<file path="config.mk">
export PLATFORM = sky130hd
export DESIGN_NAME = lsu_stage
export DESIGN_NICKNAME = d
export VERILOG_FILES = /design/src/rtl/lsu_stage.sv
export SDC_FILE = /design/constraint.sdc
export NUM_CORES = 1
export LEC_CHECK = 0
export CAP_MARGIN = 20
export CORE_ASPECT_RATIO = 0.8
export CORE_MARGIN = 2
export CORE_UTILIZATION = 45
export DETAILED_ROUTE_END_ITERATION = 16
export PLACE_DENSITY = 0.84
export SETUP_SLACK_MARGIN = 0.15
export SLEW_MARGIN = 15
export SYNTH_ARGS = -nofsm -noshare
export SYNTH_HDL_FRONTEND = slang
export SYNTH_SLANG_ARGS = --single-unit
</file>
<file path="constraint.sdc">
create_clock -name clk -period 3.8 [get_ports clk]
set_input_delay 0.57 -clock clk [delete_from_list [all_inputs] [get_ports clk]]
set_output_delay 0.57 -clock clk [all_outputs]
set_load 0.05 [all_outputs]
</file>
<file path="src/rtl/lsu_stage.sv">
// Memory-access stage of the RV32I pipeline.
// Non-memory instructions pass straight through to writeback with one cycle
// of latency. Loads and stores are captured, issued on a req/gnt/rvalid data
// port, and held until the access completes, stalling execute meanwhile.
// Misaligned accesses and illegal funct3 encodings are dropped and flagged.

module lsu_stage #(
   parameter int REG_WIDTH = 32,
   parameter int PC_WIDTH  = 32
) (
   input  logic                 clk,
   input  logic                 rst,

   input  logic                 ex_valid,
   output logic                 ex_ready,
   input  logic [6:0]           ex_opcode,
   input  logic [2:0]           ex_funct3,
   input  logic [REG_WIDTH-1:0] ex_rslt,
   input  logic [REG_WIDTH-1:0] ex_store_data,
   input  logic [PC_WIDTH-1:0]  ex_PC,

   output logic                 dmem_req,
   output logic                 dmem_we,
   output logic [REG_WIDTH-1:0] dmem_addr,
   output logic [REG_WIDTH-1:0] dmem_wdata,
   output logic [3:0]           dmem_be,
   input  logic                 dmem_gnt,
   input  logic                 dmem_rvalid,
   input  logic [REG_WIDTH-1:0] dmem_rdata,

   output logic                 lsu_valid,
   output logic [6:0]           lsu_opcode,
   output logic [REG_WIDTH-1:0] lsu_rslt,
   output logic [REG_WIDTH-1:0] lsu_data,
   output logic [PC_WIDTH-1:0]  lsu_PC,
   output logic                 lsu_fault
);

   localparam logic [6:0] OPC_LOAD  = 7'b0000011;
   localparam logic [6:0] OPC_STORE = 7'b0100011;

   typedef enum logic [1:0] {
      ST_IDLE = 2'd0,
      ST_REQ  = 2'd1,
      ST_WAIT = 2'd2
   } state_t;

   state_t state_q;
   state_t state_d;

   logic [REG_WIDTH-1:0] cap_addr;
   logic [REG_WIDTH-1:0] cap_sdata;
   logic [2:0]           cap_funct3;
   logic [6:0]           cap_opcode;
   logic [PC_WIDTH-1:0]  cap_pc;
   logic                 cap_store;

   logic                 is_load;
   logic                 is_store;
   logic                 is_mem;
   logic                 ex_fault;
   logic                 accept;
   logic                 start_mem;

   logic [7:0]           ld_byte;
   logic [15:0]          ld_half;
   logic [REG_WIDTH-1:0] ld_ext;

   assign is_load   = (ex_opcode == OPC_LOAD);
   assign is_store  = (ex_opcode == OPC_STORE);
   assign is_mem    = is_load || is_store;
   assign accept    = ex_valid && (state_q == ST_IDLE);
   assign start_mem = accept && is_mem && !ex_fault;

   // Classify the incoming memory access as misaligned or illegally encoded
   always_comb begin
      ex_fault = 1'b0;
      if (is_load) begin
         case (ex_funct3)
            3'd0, 3'd4: ex_fault = 1'b0;
            3'd1, 3'd5: ex_fault = ex_rslt[0];
            3'd2:       ex_fault = |ex_rslt[1:0];
            default:    ex_fault = 1'b1;
         endcase
      end else if (is_store) begin
         case (ex_funct3)
            3'd0:    ex_fault = 1'b0;
            3'd1:    ex_fault = ex_rslt[0];
            3'd2:    ex_fault = |ex_rslt[1:0];
            default: ex_fault = 1'b1;
         endcase
      end
   end

   // State register for the access sequencer
   always_ff @(posedge clk) begin
      if (rst) begin
         state_q <= ST_IDLE;
      end else begin
         state_q <= state_d;
      end
   end

   // Next-state logic and memory port drive; the port is quiet outside REQ
   always_comb begin
      state_d    = state_q;
      ex_ready   = 1'b0;
      dmem_req   = 1'b0;
      dmem_we    = 1'b0;
      dmem_addr  = '0;
      dmem_wdata = '0;
      dmem_be    = 4'b0000;
      case (state_q)
         ST_IDLE: begin
            ex_ready = 1'b1;
            if (start_mem) begin
               state_d = ST_REQ;
            end
         end
         ST_REQ: begin
            dmem_req  = 1'b1;
            dmem_we   = cap_store;
            dmem_addr = {cap_addr[REG_WIDTH-1:2], 2'b00};
            if (cap_store) begin
               case (cap_funct3[1:0])
                  2'd0: begin
                     dmem_wdata = {4{cap_sdata[7:0]}};
                     dmem_be    = 4'b0001 << cap_addr[1:0];
                  end
                  2'd1: begin
                     dmem_wdata = {2{cap_sdata[15:0]}};
                     dmem_be    = cap_addr[1] ? 4'b1100 : 4'b0011;
                  end
                  default: begin
                     dmem_wdata = cap_sdata;
                     dmem_be    = 4'b1111;
                  end
               endcase
            end else begin
               dmem_be = 4'b1111;
            end
            if (dmem_gnt) begin
               state_d = cap_store ? ST_IDLE : ST_WAIT;
            end
         end
         ST_WAIT: begin
            if (dmem_rvalid) begin
               state_d = ST_IDLE;
            end
         end
         default: state_d = ST_IDLE;
      endcase
   end

   // Capture the accepted memory instruction so execute may move on
   always_ff @(posedge clk) begin
      if (rst) begin
         cap_addr   <= '0;
         cap_sdata  <= '0;
         cap_funct3 <= 3'd0;
         cap_opcode <= 7'd0;
         cap_pc     <= '0;
         cap_store  <= 1'b0;
      end else if (start_mem) begin
         cap_addr   <= ex_rslt;
         cap_sdata  <= ex_store_data;
         cap_funct3 <= ex_funct3;
         cap_opcode <= ex_opcode;
         cap_pc     <= ex_PC;
         cap_store  <= is_store;
      end
   end

   // Pick the addressed lane of the returned word and extend it
   always_comb begin
      ld_byte = 8'd0;
      ld_half = cap_addr[1] ? dmem_rdata[31:16] : dmem_rdata[15:0];
      case (cap_addr[1:0])
         2'd0:    ld_byte = dmem_rdata[7:0];
         2'd1:    ld_byte = dmem_rdata[15:8];
         2'd2:    ld_byte = dmem_rdata[23:16];
         default: ld_byte = dmem_rdata[31:24];
      endcase
      case (cap_funct3)
         3'd0:    ld_ext = {{24{ld_byte[7]}}, ld_byte};
         3'd4:    ld_ext = {24'd0, ld_byte};
         3'd1:    ld_ext = {{16{ld_half[15]}}, ld_half};
         3'd5:    ld_ext = {16'd0, ld_half};
         default: ld_ext = dmem_rdata;
      endcase
   end

   // Writeback registers: a bubble every cycle unless something completes
   always_ff @(posedge clk) begin
      if (rst) begin
         lsu_valid  <= 1'b0;
         lsu_opcode <= 7'd0;
         lsu_rslt   <= '0;
         lsu_data   <= '0;
         lsu_PC     <= '0;
         lsu_fault  <= 1'b0;
      end else begin
         lsu_valid  <= 1'b0;
         lsu_opcode <= 7'd0;
         lsu_rslt   <= '0;
         lsu_data   <= '0;
         lsu_PC     <= '0;
         lsu_fault  <= 1'b0;
         case (state_q)
            ST_IDLE: begin
               if (accept && !is_mem) begin
                  lsu_valid  <= 1'b1;
                  lsu_opcode <= ex_opcode;
                  lsu_rslt   <= ex_rslt;
                  lsu_PC     <= ex_PC;
               end else if (accept && ex_fault) begin
                  lsu_fault  <= 1'b1;
               end
            end
            ST_REQ: begin
               if (dmem_gnt && cap_store) begin
                  lsu_valid  <= 1'b1;
                  lsu_opcode <= cap_opcode;
                  lsu_rslt   <= cap_addr;
                  lsu_PC     <= cap_pc;
               end
            end
            ST_WAIT: begin
               if (dmem_rvalid) begin
                  lsu_valid  <= 1'b1;
                  lsu_opcode <= cap_opcode;
                  lsu_rslt   <= cap_addr;
                  lsu_data   <= ld_ext;
                  lsu_PC     <= cap_pc;
               end
            end
            default: begin
               lsu_valid <= 1'b0;
            end
         endcase
      end
   end

endmodule

</file>
==> flow_summary.toml, run 1 <==
[sta]
fmax_mhz = 291
timing_hold_violations_final = 0
tns_ns = 0
finalMaxSlewViolations = 0
fin_worst_skew_ns = 0.00991
finalCritPeriodShare_pct = 90.5
setup-violations-final = 0
rsz0062_at_grt = "false"
holdWs_ns = 0.455
relSlewSlack_pct = 47.0
worst_slew_pin_slew_ns = 0.790
period_needed_ns = 3.44
setup_ws_ns = 0.360

[pwr]
max-vdd-ir-drop_mv = 0.257
powerDensity_nw_per_um2 = 405
p_leak_nw = 4.40
p_total_mw = 4.97

[global_routing]
grt_usage_pct = 25.6
grt_overflow = 0
grt_pass1_wl_um = 40800
grt_pass1_vias = 7626
grt_max_degree = 69
antenna_found_initial = 1

[logic_synthesis]
synth_edf_count = 0
netlist_instances = 998
syn_area_sq_um = 8380
ys_seq_area_share_pct = 51.1
ys_warn_count = 0
synthArstFlopShare_pct = 0
synth_seq_cells = 214
syn_avg_cell_area_sq_um = 8.40
dominantRegCellSynth = "dfxtp_1"
synth_cell_types = 42

[clocking]
cts_setup_buffers = 0
cts-root-buf = "clkbuf_16"
numCtsBuffers = 22
ctsResizeCount = 0
clkSinkCount = 214
clk_pin_slew_ns = 0.06
cts.htree.levels = 1
clock_latency_ns = 0.50
cts_tree = "yes"
hold_buffers = 0
clock_path_buffers = 3

[placement]
dpl.cell_count = 1498
portBuffers = 316
gp_congestion = 0.897
dp_hpwl_um = 18400
place_area_sq_um = 11500
pre_cts_ws_ns = 0.802

[route]
wire_per_inst_um = 17.4
viasPerCell = 5.35
drc_errors = 0
vias = 8236
ant_nets = 0
drt-initial-drc-count = 830
first_pass_iters = 6
wirelength_um = 26800

[final_layout]
post-route-util_pct = 67.2
instances_no_fill = 1539
num-nets-final = 1412
final_cell_area_sq_um = 12200
layout-drive-gt1-share_pct = 7.78
syn2layout_area_growth_pct = 46.1

[min_path]
hp-start = "cap_pc[30]$_SDFFE_PP0P_"
min_path_cells = 2
worstHoldEndpoint = "cap_pc[30]$_SDFFE_PP0P_"
hold_class = "register to register"

[floorplan]
initial_utilization_pct = 46.0
fp.dieW_um = 157
ioPinCount = 319
fp.coreArea_sq_um = 18200
die_h_um = 126
die_area_sq_um = 19700
num_rows = 44

[setup_path]
worstSetupPathType = "register to output pin"
r2r-start = "cap_addr[1]$_SDFFE_PP0P_"
cp.arrival_ns = 2.87
reg2reg_to = "lsu_data[0]$_SDFF_PP0_"
required_ns = 3.23
reg2reg_setup_slack_ns = 1.43
start_kind = "register"
reg2regPathDepth = 4
path_max_fanout = 16
worst_setup_path_end_kind = "output pin"

[run]
max-cap-violations = 0

[run_status]
status = "complete, no violations"
power by group:
| group | total [mW] | switching, mW | internal, mW |
|---|---|---|---|
| registers | 2.29 | 0.0112 | 2.28 |
| clock network | 2.19 | 0.875 | 1.31 |
| logic | 0.490 | 0.264 | 0.226 |
cells by family (layout without fill, tap and decap cells):
| kind of cell | Yosys count | after routing | synth area share [%] |
|---|---|---|---|
| simple gates | 413 | 413 | 20.7 |
| compound gates | 253 | 253 | 18.9 |
| flops | 214 | 214 | 51.1 |
| buf+inv | 91 | 377 | 6.05 |
| mux | 26 | 26 | 3.22 |
| other cells | 1 | 3 | 0.0447 |
sequential cells by signal (all words and copies together), names as in the netlist:
signal,flops
cap_addr,32
cap_funct3,3
cap_opcode,7
cap_pc,32
cap_sdata,32
cap_store,1
lsu_PC,32
lsu_data,32
lsu_fault,1
lsu_opcode,7
lsu_rslt,32
lsu_valid,1
state_q,2
worst max-delay path by stage:
stage | from | endpoint | slack, ns | cells past startpoint
2_1_floorplan | cap_addr[1]$_SDFFE_PP0P_ | dmem_be[0] | 1.41 | 5
3_3_place_gp | ex_rslt[0] | cap_addr[31]$_SDFFE_PP0P_ | 0.88 | 6
3_5_place_dp | ex_rslt[0] | cap_addr[6]$_SDFFE_PP0P_ | 0.80 | 6
4_1_cts | cap_funct3[0]$_SDFFE_PP0P_ | dmem_be[0] | 0.40 | 6
5_1_grt | cap_funct3[0]$_SDFFE_PP0P_ | dmem_be[0] | 0.25 | 6
6_report | cap_addr[1]$_SDFFE_PP0P_ | dmem_be[2] | 0.36 | 4
metal layers:
layer	global-route usage [%]	up-vias	wire length, um
met5	0	-	0
met2	42.8	433	12700
met1	33.3	3836	11000
li1	-	3905	-
met3	5.51	62	2260
met4	7.88	0	788
cell type report:
| class | instances | area, sq um |
|---|---|---|
| Clock inverter | 6 | 61.3 |
| Multi-Input combinational cell | 694 | 3630 |
| Antenna cell | 1 | 2.50 |
| Sequential cell | 214 | 4290 |
| Inverter | 5 | 18.8 |
| Timing Repair Buffer | 332 | 3240 |
| Tap cell | 253 | 317 |
| Clock buffer | 34 | 687 |
| Fill cell | 1444 | 5980 |
placed cells by master (no fill, tap or decap), types with 8 or more instances in the layout:
master and count:
dfxtp_1 213, clkbuf_16 23, and2_1 35, nand2_1 237, and3_1 8, a21oi_1 145
a22o_1 9, buf_4 40, a22oi_1 80, clkdlybuf4s50_1 290, nor2_1 115, mux2_2 8
mux2i_1 18
Yosys cell counts (all sizes together) (2+ instances only):
master | instances | area share, %
clkbuf | 42 | 1.9
dfxtp | 214 | 51
nor2b | 3 | 0.22
mux2i | 18 | 2.1
nand2 | 237 | 11
nand2b | 3 | 0.22
a222oi | 7 | 0.84
a22oi | 80 | 7.2
mux2 | 8 | 1.1
buf | 44 | 3.9
o21a | 2 | 0.18
a21oi | 145 | 8.7
nand3 | 2 | 0.12
and3 | 8 | 0.60
and2 | 36 | 2.7
inv | 5 | 0.22
o21ai | 2 | 0.12
nor2 | 116 | 5.2
a22o | 9 | 0.94
nor4 | 3 | 0.48
critical path: stages (launching register included):
cell and delay, ns:
dfxtp_1 0.76, inv_1 0.40, o21a_1 0.28, nor2_1 0.10, clkdlybuf4s50_1 0.83
Note: power is estimated with default switching activity, not from simulation.
==> run 2, diff against run 1 <==
ABC_CLOCK_PERIOD_IN_PS = 3800   (was unset)
==> results of run 2 <==
The final DEF is identical to that of run 1; final timing and power are the same.
